[src/rtl/line_engine_param_if.sv]
// Host and DDR-FIFO signal bundle for line_engine_param.
// master = the engine, slave = register block and FIFOs.
interface line_engine_param_if #(
  parameter int COORD_W = 10,
  parameter int ADDR_W  = 31
);
  logic                   ready;
  logic [31:0]            color;
  logic [2*COORD_W-1:0]   point;
  logic                   color_valid;
  logic                   point0_valid;
  logic                   point1_valid;
  logic                   trigger;
  logic [31:0]            frame_base;
  logic                   af_full;
  logic                   wdf_full;
  logic [ADDR_W-1:0]      af_addr_din;
  logic                   af_wr_en;
  logic [127:0]           wdf_din;
  logic [15:0]            wdf_mask_din;
  logic                   wdf_wr_en;
  logic                   done;

  modport master (
    input  color, point, color_valid, point0_valid, point1_valid,
    input  trigger, frame_base, af_full, wdf_full,
    output ready, af_addr_din, af_wr_en, wdf_din, wdf_mask_din,
    output wdf_wr_en, done
  );

  modport slave (
    output color, point, color_valid, point0_valid, point1_valid,
    output trigger, frame_base, af_full, wdf_full,
    input  ready, af_addr_din, af_wr_en, wdf_din, wdf_mask_din,
    input  wdf_wr_en, done
  );
endinterface

[src/rtl/line_engine_param.sv]
// Bresenham line rasteriser writing 8-pixel masked bursts
// to the DDR address and write-data FIFOs.
module line_engine_param #(
  parameter int COORD_W   = 10,
  parameter int ADDR_W    = 31,
  parameter int FRAME_LSB = 22,
  parameter bit COALESCE  = 1'b1
) (
  input logic clk,
  input logic rst,
  line_engine_param_if.master bus
);
  localparam int W  = COORD_W + 2;
  localparam int KW = 2 * COORD_W - 3;

  typedef enum logic [2:0] {
    IDLE, SETUP, STEP, WRITE0, WRITE1
  } state_t;

  state_t state, state_n;

  logic [23:0]          col;
  logic [2*COORD_W-1:0] p0, p1;
  logic signed [W-1:0]  x, y, x1, dx, dy, err;
  logic                 steep, yneg, fin, done_q;
  logic [7:0]           en;
  logic [KW-1:0]        key;

  logic signed [W-1:0] ax0, ay0, ax1, ay1, adx, ady;
  logic signed [W-1:0] cx0, cy0, cx1, cy1;
  logic signed [W-1:0] bx0, by0, bx1, by1;
  logic signed [W-1:0] s_dx, s_dy;
  logic                s_steep, s_yneg;

  always_comb begin
    ax0 = $signed({2'b00, p0[2*COORD_W-1:COORD_W]});
    ay0 = $signed({2'b00, p0[COORD_W-1:0]});
    ax1 = $signed({2'b00, p1[2*COORD_W-1:COORD_W]});
    ay1 = $signed({2'b00, p1[COORD_W-1:0]});
    adx = (ax1 >= ax0) ? ax1 - ax0 : ax0 - ax1;
    ady = (ay1 >= ay0) ? ay1 - ay0 : ay0 - ay1;
    s_steep = ady > adx;
    cx0 = s_steep ? ay0 : ax0;
    cy0 = s_steep ? ax0 : ay0;
    cx1 = s_steep ? ay1 : ax1;
    cy1 = s_steep ? ax1 : ay1;
    bx0 = cx0;
    by0 = cy0;
    bx1 = cx1;
    by1 = cy1;
    if (cx0 > cx1) begin
      bx0 = cx1;
      by0 = cy1;
      bx1 = cx0;
      by1 = cy0;
    end
    s_dx   = bx1 - bx0;
    s_dy   = (by1 >= by0) ? by1 - by0 : by0 - by1;
    s_yneg = !(by0 < by1);
  end

  logic signed [W-1:0] sx, sy, nsx, nsy, e2, nx, ny, ne;
  logic [KW-1:0]       cur_key, nxt_key;
  logic [2:0]          pix;
  logic                last;

  always_comb begin
    sx      = steep ? y : x;
    sy      = steep ? x : y;
    cur_key = {sy[COORD_W-1:0], sx[COORD_W-1:3]};
    pix     = sx[2:0];
    e2      = err - dy;
    nx      = x + W'(1);
    ny      = y;
    ne      = e2;
    if (e2[W-1]) begin
      ny = yneg ? y - W'(1) : y + W'(1);
      ne = e2 + dx;
    end
    nsx     = steep ? ny : nx;
    nsy     = steep ? nx : ny;
    nxt_key = {nsy[COORD_W-1:0], nsx[COORD_W-1:3]};
    last    = (x == x1);
  end

  always_comb begin
    state_n       = state;
    bus.af_wr_en  = 1'b0;
    bus.wdf_wr_en = 1'b0;
    case (state)
      IDLE:   if (bus.trigger) state_n = SETUP;
      SETUP:  state_n = STEP;
      STEP: begin
        if (last || !COALESCE || nxt_key != cur_key)
          state_n = WRITE0;
      end
      WRITE0: begin
        if (!bus.af_full && !bus.wdf_full) begin
          bus.af_wr_en  = 1'b1;
          bus.wdf_wr_en = 1'b1;
          state_n       = WRITE1;
        end
      end
      WRITE1: begin
        if (!bus.wdf_full) begin
          bus.wdf_wr_en = 1'b1;
          state_n       = fin ? IDLE : STEP;
        end
      end
      default: state_n = IDLE;
    endcase
  end

  always_ff @(posedge clk) begin
    if (rst) begin
      state  <= IDLE;
      col    <= '0;
      p0     <= '0;
      p1     <= '0;
      x      <= '0;
      y      <= '0;
      x1     <= '0;
      dx     <= '0;
      dy     <= '0;
      err    <= '0;
      steep  <= 1'b0;
      yneg   <= 1'b0;
      fin    <= 1'b0;
      en     <= '0;
      key    <= '0;
      done_q <= 1'b0;
    end else begin
      state  <= state_n;
      done_q <= (state == WRITE1) && !bus.wdf_full && fin;
      case (state)
        IDLE: begin
          if (bus.color_valid)  col <= bus.color[23:0];
          if (bus.point0_valid) p0  <= bus.point;
          if (bus.point1_valid) p1  <= bus.point;
        end
        SETUP: begin
          x     <= bx0;
          y     <= by0;
          x1    <= bx1;
          dx    <= s_dx;
          dy    <= s_dy;
          err   <= s_dx >>> 1;
          steep <= s_steep;
          yneg  <= s_yneg;
          en    <= '0;
        end
        STEP: begin
          en  <= en | (8'b1 << pix);
          key <= cur_key;
          x   <= nx;
          y   <= ny;
          err <= ne;
          fin <= last;
        end
        WRITE1: if (!bus.wdf_full) en <= '0;
        default: ;
      endcase
    end
  end

  function automatic logic [15:0] beat_mask(input logic [3:0] e);
    beat_mask = 16'hFFFF;
    for (int q = 0; q < 4; q++)
      if (e[q]) beat_mask[15-4*q -: 4] = 4'h0;
  endfunction

  logic busy_wr;
  assign busy_wr = (state == WRITE0) || (state == WRITE1);

  always_comb begin
    bus.af_addr_din  = '0;
    bus.wdf_mask_din = 16'hFFFF;
    if (busy_wr)
      bus.af_addr_din = ADDR_W'({bus.frame_base[FRAME_LSB+5:FRAME_LSB],
                                 key, 2'b00});
    if (state == WRITE0) bus.wdf_mask_din = beat_mask(en[3:0]);
    if (state == WRITE1) bus.wdf_mask_din = beat_mask(en[7:4]);
  end

  assign bus.ready   = (state == IDLE);
  assign bus.done    = done_q;
  assign bus.wdf_din = {4{8'h00, col}};

  logic unused;
  assign unused = ^{bus.color[31:24], bus.frame_base,
                    sx, sy, nsx, nsy};
endmodule
[src/flat_wrapper.sv]
// flat-port wrapper written by rule: the top's interface ports become plain ports
module line_engine_param_flat 
#(
  parameter int COORD_W   = 10,
  parameter int ADDR_W    = 31,
  parameter int FRAME_LSB = 22,
  parameter bit COALESCE  = 1'b1
)
  (clk, rst, bus_color, bus_point, bus_color_valid, bus_point0_valid, bus_point1_valid, bus_trigger, bus_frame_base, bus_af_full, bus_wdf_full, bus_ready, bus_af_addr_din, bus_af_wr_en, bus_wdf_din, bus_wdf_mask_din, bus_wdf_wr_en, bus_done);
  line_engine_param_if #(.COORD_W(COORD_W), .ADDR_W(ADDR_W)) bus_i ();
  input logic clk;
  input logic rst;
  input wire logic [$bits(bus_i.color)-1:0] bus_color;
  input wire logic [$bits(bus_i.point)-1:0] bus_point;
  input wire logic [$bits(bus_i.color_valid)-1:0] bus_color_valid;
  input wire logic [$bits(bus_i.point0_valid)-1:0] bus_point0_valid;
  input wire logic [$bits(bus_i.point1_valid)-1:0] bus_point1_valid;
  input wire logic [$bits(bus_i.trigger)-1:0] bus_trigger;
  input wire logic [$bits(bus_i.frame_base)-1:0] bus_frame_base;
  input wire logic [$bits(bus_i.af_full)-1:0] bus_af_full;
  input wire logic [$bits(bus_i.wdf_full)-1:0] bus_wdf_full;
  output wire logic [$bits(bus_i.ready)-1:0] bus_ready;
  output wire logic [$bits(bus_i.af_addr_din)-1:0] bus_af_addr_din;
  output wire logic [$bits(bus_i.af_wr_en)-1:0] bus_af_wr_en;
  output wire logic [$bits(bus_i.wdf_din)-1:0] bus_wdf_din;
  output wire logic [$bits(bus_i.wdf_mask_din)-1:0] bus_wdf_mask_din;
  output wire logic [$bits(bus_i.wdf_wr_en)-1:0] bus_wdf_wr_en;
  output wire logic [$bits(bus_i.done)-1:0] bus_done;
  assign bus_i.color = bus_color;
  assign bus_i.point = bus_point;
  assign bus_i.color_valid = bus_color_valid;
  assign bus_i.point0_valid = bus_point0_valid;
  assign bus_i.point1_valid = bus_point1_valid;
  assign bus_i.trigger = bus_trigger;
  assign bus_i.frame_base = bus_frame_base;
  assign bus_i.af_full = bus_af_full;
  assign bus_i.wdf_full = bus_wdf_full;
  assign bus_ready = bus_i.ready;
  assign bus_af_addr_din = bus_i.af_addr_din;
  assign bus_af_wr_en = bus_i.af_wr_en;
  assign bus_wdf_din = bus_i.wdf_din;
  assign bus_wdf_mask_din = bus_i.wdf_mask_din;
  assign bus_wdf_wr_en = bus_i.wdf_wr_en;
  assign bus_done = bus_i.done;
  line_engine_param #(.COORD_W(COORD_W), .ADDR_W(ADDR_W), .FRAME_LSB(FRAME_LSB), .COALESCE(COALESCE)) u_core (.clk(clk), .rst(rst), .bus(bus_i));
endmodule
[config.mk]
export PLATFORM = sky130hd
export DESIGN_NAME = line_engine_param_flat
export DESIGN_NICKNAME = d
export VERILOG_FILES = /design/src/rtl/line_engine_param_if.sv /design/src/rtl/line_engine_param.sv /design/src/flat_wrapper.sv
export SDC_FILE = /design/constraint.sdc
export NUM_CORES = 1
export LEC_CHECK = 0
export ABC_AREA = 1
export BUFFER_PORTS_ARGS = -buffer_cell sky130_fd_sc_hd__buf_2
export CELL_PAD_IN_SITES_DETAIL_PLACEMENT = 1
export CELL_PAD_IN_SITES_GLOBAL_PLACEMENT = 1
export CORE_ASPECT_RATIO = 1.75
export CORE_MARGIN = 1.5
export CORE_UTILIZATION = 36
export DETAILED_ROUTE_END_ITERATION = 16
export PLACE_DENSITY = 0.75
export SLEW_MARGIN = 20
export SYNTH_ARGS = -nofsm -noshare
export SYNTH_HDL_FRONTEND = slang
export SYNTH_SLANG_ARGS = --single-unit
[constraint.sdc]
create_clock -name clk -period 8.9 [get_ports clk]
set_clock_uncertainty 0.1 [all_clocks]
set_input_delay 0.89 -clock clk [delete_from_list [all_inputs] [get_ports clk]]
set_output_delay 0.89 -clock clk [all_outputs]
set_load 0.02 [all_outputs]
# --- Word-level counts from Yosys, hierarchy flattened ---
# Cells that the tools add are included.
totals:
  input_bits: 92
  elab_cells: 106
  output_inout_bits: 179
  register_bits: 168
op_classes:
  muxes: 44
  reduce_logical: 16
  bitwise_logic: 1
  shifts: 1
  order_cmp: 6
  n_addsub: 12
  n_eq_ne: 10
ops:
  columns: ["operator", "n"]
  rows:
  - ["$mux 12", 10]
  - ["$mux 10", 8]
  - ["$pmux 12 s2", 3]
  - ["$sub 12x12->12", 4]
  - ["$sub 10x10->11", 4]
  - ["$mux 16", 2]
  - ["$mux 4", 8]
  - ["$mux 25", 1]
  - ["$add 12x2->12 const B", 2]
  - ["$gt 12x12->1", 2]
  - ["$pmux 8 s3", 1]
  - ["$ge 10x10->1", 2]
  - ["$ne 17x17->1", 1]
  - ["$pmux 3 s5", 1]
  - ["$add 12x12->12", 1]
  - ["$eq 12x12->1", 1]
  - ["$ge 12x12->1", 1]
  - ["$lt 12x12->1", 1]
  - ["$mux 3", 4]
  - ["$sub 12x2->12 const B", 1]
  - ["$mux 8", 1]
  - ["$or 8x8->8", 1]
  - ["$reduce_and 2->1", 4]
  - ["$shl 1x3->8 const A", 1]
  - ["15 further kinds", 25]

# --- Longest topological paths before layout ---
logic_depth:
  word_depth: 8
  depth_mapped: 62
  ltp_nobuf: 57

# --- Least setup slack after synthesis ---
# OpenSTA, ideal clock, no wires.
synth_timing:
  kind: "register -> register"
  start: "register u_core.p1[1]"
  end: "register u_core.dy[9]"
  arrival_time_ns: 8.540
  n_path_buf: 9
  synth_period_minus_slack_ns: 8.755
  stages_incl_launch_ff: 57
  path_slack_ns: 0.145
  setup_time_ns: 0.115
  required_time_ns: 8.685
  path_cell_list: "dfxtp_1 inv_1 ha_1 nand2_1 nor2_1 a211oi_1 o21ai_0 nand2_1 nand2_1 nand2_1 nand2_1 a21oi_1 nand2_1 inv_1 clkbuf_1 nor2_1 a311oi_1 nor3_1 [... 21 more ...] buf_6 clkbuf_1 clkbuf_1 nand2_1 o21ai_0 ha_1 clkbuf_1 nand2_1 nor2_1 o21ai_0 nand3_1 clkbuf_1 o221ai_1 a31oi_1 o221ai_1 xor2_1 o21ai_0 inv_1"
synth_via:
  elab_chain_len: 8
  elab_cells_between_ends: 16
  classes_between: "4 x add/sub; 4 x order compare; 8 x mux"
synth_lines:
  columns: ["element", "line_no", "rtl"]
  rows:
  - ["start: declaration", "line_engine_param.sv:23", "logic [2*COORD_W-1:0] p0, p1;"]
  - ["start signal: assignment", "line_engine_param.sv:139", "if (bus.point1_valid) p1 <= bus.point;"]
  - ["$sub 10x10->11 / $ge 10x10->1 (equally long branches)", "line_engine_param.sv:41", "ady = (ay1 >= ay0) ? ay1 - ay0 : ay0 - ay1;"]
  - ["$mux 12", "line_engine_param.sv:41", null]
  - ["$gt 12x12->1", "line_engine_param.sv:42", "s_steep = ady > adx;"]
  - ["$mux 10 (on tied branches)", "line_engine_param.sv:43, line_engine_param.sv:45", null]
  - ["$gt 12x12->1", "line_engine_param.sv:51", "if (cx0 > cx1) begin"]
  - ["$mux 12", "line_engine_param.sv:51", null]
  - ["$sub 12x12->12 / $ge 12x12->1 (equally long branches)", "line_engine_param.sv:58", "s_dy = (by1 >= by0) ? by1 - by0 : by0 - by1;"]
  - ["$mux 12 (*)", "line_engine_param.sv:58", null]
  - ["end signal: assignment", "line_engine_param.sv:146", "dy <= s_dy;"]
  - ["end: declaration", "line_engine_param.sv:24", "logic signed [W-1:0] x, y, x1, dx, dy, err;"]
# Mark *: on every way between the ends. The rest lies on a longest branch, timed or not.
# A chain may end at the register's enable or synchronous reset.

# --- Final worst setup path ---
layout_timing:
  start: "register u_core.p1[2]"
  end: "register u_core.dy[7]"
# The elaborated chain is that of the path after synthesis.

==> impl_metrics.json <==
{
  "initial_core_util_pct": 36.7,
  "syn_area_sq_um": 13500,
  "rows": 93,
  "dieArea_sq_um": 38800,
  "drc": 0,
  "yosysSeqAreaShare_pct": 24.3,
  "cts-root-buf": "clkbuf_16",
  "setup_violations": 0,
  "critPathArrivalTime_ps": 8900,
  "maxCapViolCount": 0,
  "cts_tree": "built",
  "endpoint_kind": "flop",
  "synth_ff_type": "dfxtp_1",
  "synth_edf_count": 0,
  "nNetsFinal": 2552,
  "crit_slowest_cell": "fa_2",
  "finalHoldViolations": 0,
  "port_buffers": 196,
  "grt_pass1_wl_um": 77100,
  "max_freq_mhz": 116,
  "max-slew-margin-rel_pct": 33.5,
  "cts-htree-levels": 4,
  "grt_usage_pct": 25.5,
  "yosysWarningCount": 0,
  "critPathKind": "reg -> reg",
  "fillCellCount": 4940,
  "die_y_um": 260,
  "drtAntennaViolNets": 0,
  "cts_sinks": 164,
  "antenna_found_initial": 1,
  "worst_pin_slew_ps": 996,
  "numCtsBuffers": 17,
  "fin_hold_ws_ps": 367,
  "die_x_um": 150,
  "core-area_sq_um": 36900,
  "grt_start_max_net_pins": 72,
  "min_period_over_period_pct": 96.5,
  "syn_avg_cell_area_sq_um": 6.64,
  "hold_path_class": "reg -> reg",
  "synth.distinct_cells": 60,
  "drtIter0Drc": 457,
  "clk_latency_ps": 480,
  "routed_wl_um": 49900,
  "async_reset_ff_share_pct": 0,
  "grt_overflow_total": 0,
  "grt_pass1_vias": 15300,
  "cpPeakStageDelay_ps": 400,
  "clockBufferDepth": 2,
  "maxSlewViolCount": 0,
  "period_minus_slack_ps": 8590,
  "via_per_inst": 5.18,
  "hpwl_um": 39700,
  "gp_congestion": 0.925,
  "synth_seq_cells": 164,
  "clkTransAtPathRegs_ps": 70,
  "outcome": "completed",
  "startpoint_type": "flop",
  "num_vias": 14700,
  "drive_gt1_share_pct": 26.3,
  "io_pins": 271,
  "first_pass_iters": 5,
  "synthCells": 2039,
  "area_growth_syn_to_layout_pct": 25.1,
  "required_ps": 9200,
  "cp_max_fo": 6,
  "wire_per_inst_um": 17.6
}
## flip-flops by register name (all words and copies together) (netlist names), 3 cells and up
signal	count
u_core.dy	12
u_core.state	3
u_core.err	12
u_core.x	12
u_core.en	8
u_core.col	24
u_core.p1	20
u_core.p0	20
u_core.y	10
u_core.x1	10
u_core.dx	12
u_core.key	17
## cells by family (layout without fill, tap and decap cells)
logic type | after synthesis | in the layout | synth area share, %
flip-flops | 164 | 164 | 24.3
adder cells (fa/ha/maj) | 118 | 118 | 11.4
XOR/XNOR | 57 | 57 | 3.69
other | 1 | 41 | 0.0277
multiplexers | 2 | 2 | 0.148
buffers and inverters | 507 | 784 | 17.8
AND/OR/NAND/NOR | 640 | 640 | 20.6
AO/OA/AOI/OAI | 550 | 550 | 22.1
## cells in the mapped netlist, types with 5 or more instances
cell	n	area, sq um
nand2_1	393	1480
inv_1	284	1070
a21oi_1	230	1150
o21ai_0	218	1090
dfxtp_1	164	3280
buf_4	125	938
ha_1	109	1360
nor2_1	87	327
nand3_1	86	430
clkbuf_1	79	297
xor2_1	42	368
nand2_2	18	113
o21ai_1	17	85.1
a31oi_1	16	100
xnor2_1	15	131
nor3_1	13	65.1
or2_2	12	75.1
fa_1	9	180
a211oi_1	8	60.1
nand4_1	8	50.1
o221ai_1	8	70.1
a221oi_1	7	61.3
o211ai_1	7	52.6
inv_2	6	22.5
o21bai_1	6	45.0
buf_6	5	56.3
nor4_1	5	31.3
o22ai_1	5	31.3
## cells in the final DEF, fill, tap and decap left out, types with 8 or more instances in the layout
master,netlist,layout
or2_2,12,12
nand3_1,86,82
o21ai_1,17,34
a21oi_2,3,12
nand2_1,393,386
dfxtp_1,164,162
buf_2,2,196
nand4_1,8,8
fa_1,9,8
inv_2,6,15
ha_1,109,99
conb_1,1,40
xor2_1,42,41
inv_1,284,274
nor2_1,87,82
a21oi_1,230,220
o21ai_2,4,15
ha_4,0,8
a31oi_1,16,15
clkbuf_16,0,17
xnor2_1,15,15
buf_4,125,255
nor3_1,13,11
o21ai_0,218,189
nand2_2,18,25
## area by class of cell
type / instances / area [sq um] / area share, %
Multi-Input combinational cell: 1407 / 8370 / 49.5
Sequential cell: 164 / 3290 / 19.4
Timing Repair Buffer: 458 / 3000 / 17.7
Inverter: 294 / 1110 / 6.56
Tap cell: 475 / 594 / 3.51
Clock buffer: 19 / 443 / 2.62
Clock inverter: 13 / 121 / 0.717
Antenna cell: 1 / 2.50 / 0.0148
## through the flow
step                      setup TNS [ps]  area, sq um  instances  setup slack (ps)  utilization [%]
after floorplan                        0        13700       2078               145                -
after global placement              -776        15900       2788              -244             43.1
after detailed placement           -3910        15900       2788              -671             43.1
after CTS                              0        16600       2820              3.15             44.9
after global routing                -298        16900       2831             -95.4             45.9
final                                  0        16900       2831               307             45.9
## critical path: cells and delay by family, from the launching register on
| family | cells | cell delay, ps |
|---|---|---|
| buffers and inverters | 15 | 1760 |
| adders and majority gates | 5 | 1470 |
| and+or+nand+nor | 24 | 2420 |
| xor gates and xnor gates | 2 | 470 |
| DFF | 1 | 340 |
| AOI/OAI and AO/OA | 12 | 1780 |
| muxes | 1 | 220 |
## worst paths after layout
check	depth (start not counted)	slack, ps	start	to
max	59	310	u_core.p1[2]	u_core.dy[7]
min	2	370	u_core.key[3]	u_core.key[3]
max reg2reg	59	310	u_core.p1[2]	u_core.dy[7]
min reg2reg	2	370	u_core.key[3]	u_core.key[3]
## routing by layer
| layer | GRT usage [%] | wire, um | up-vias |
|---|---|---|---|
| li1 | - | - | 7108 |
| met1 | 22.1 | 16800 | 7040 |
| met2 | 52.9 | 28500 | 373 |
| met3 | 2.44 | 1410 | 135 |
| met4 | 16.7 | 3260 | 0 |
| met5 | 0 | 0 | - |
## timing repair
action | CTS | global route
gates resized for setup | 35 | 83
endpoints found under the hold margin | 0 | 0
endpoints found under the setup margin | 11 | 10
hold buffers | 0 | 0
pin swaps | 9 | 36
setup buffers | 0 | 11
Power is left out: the tool's default activity adds up to more than one toggle a clock period on the data nets, which glitch-free logic cannot reach.
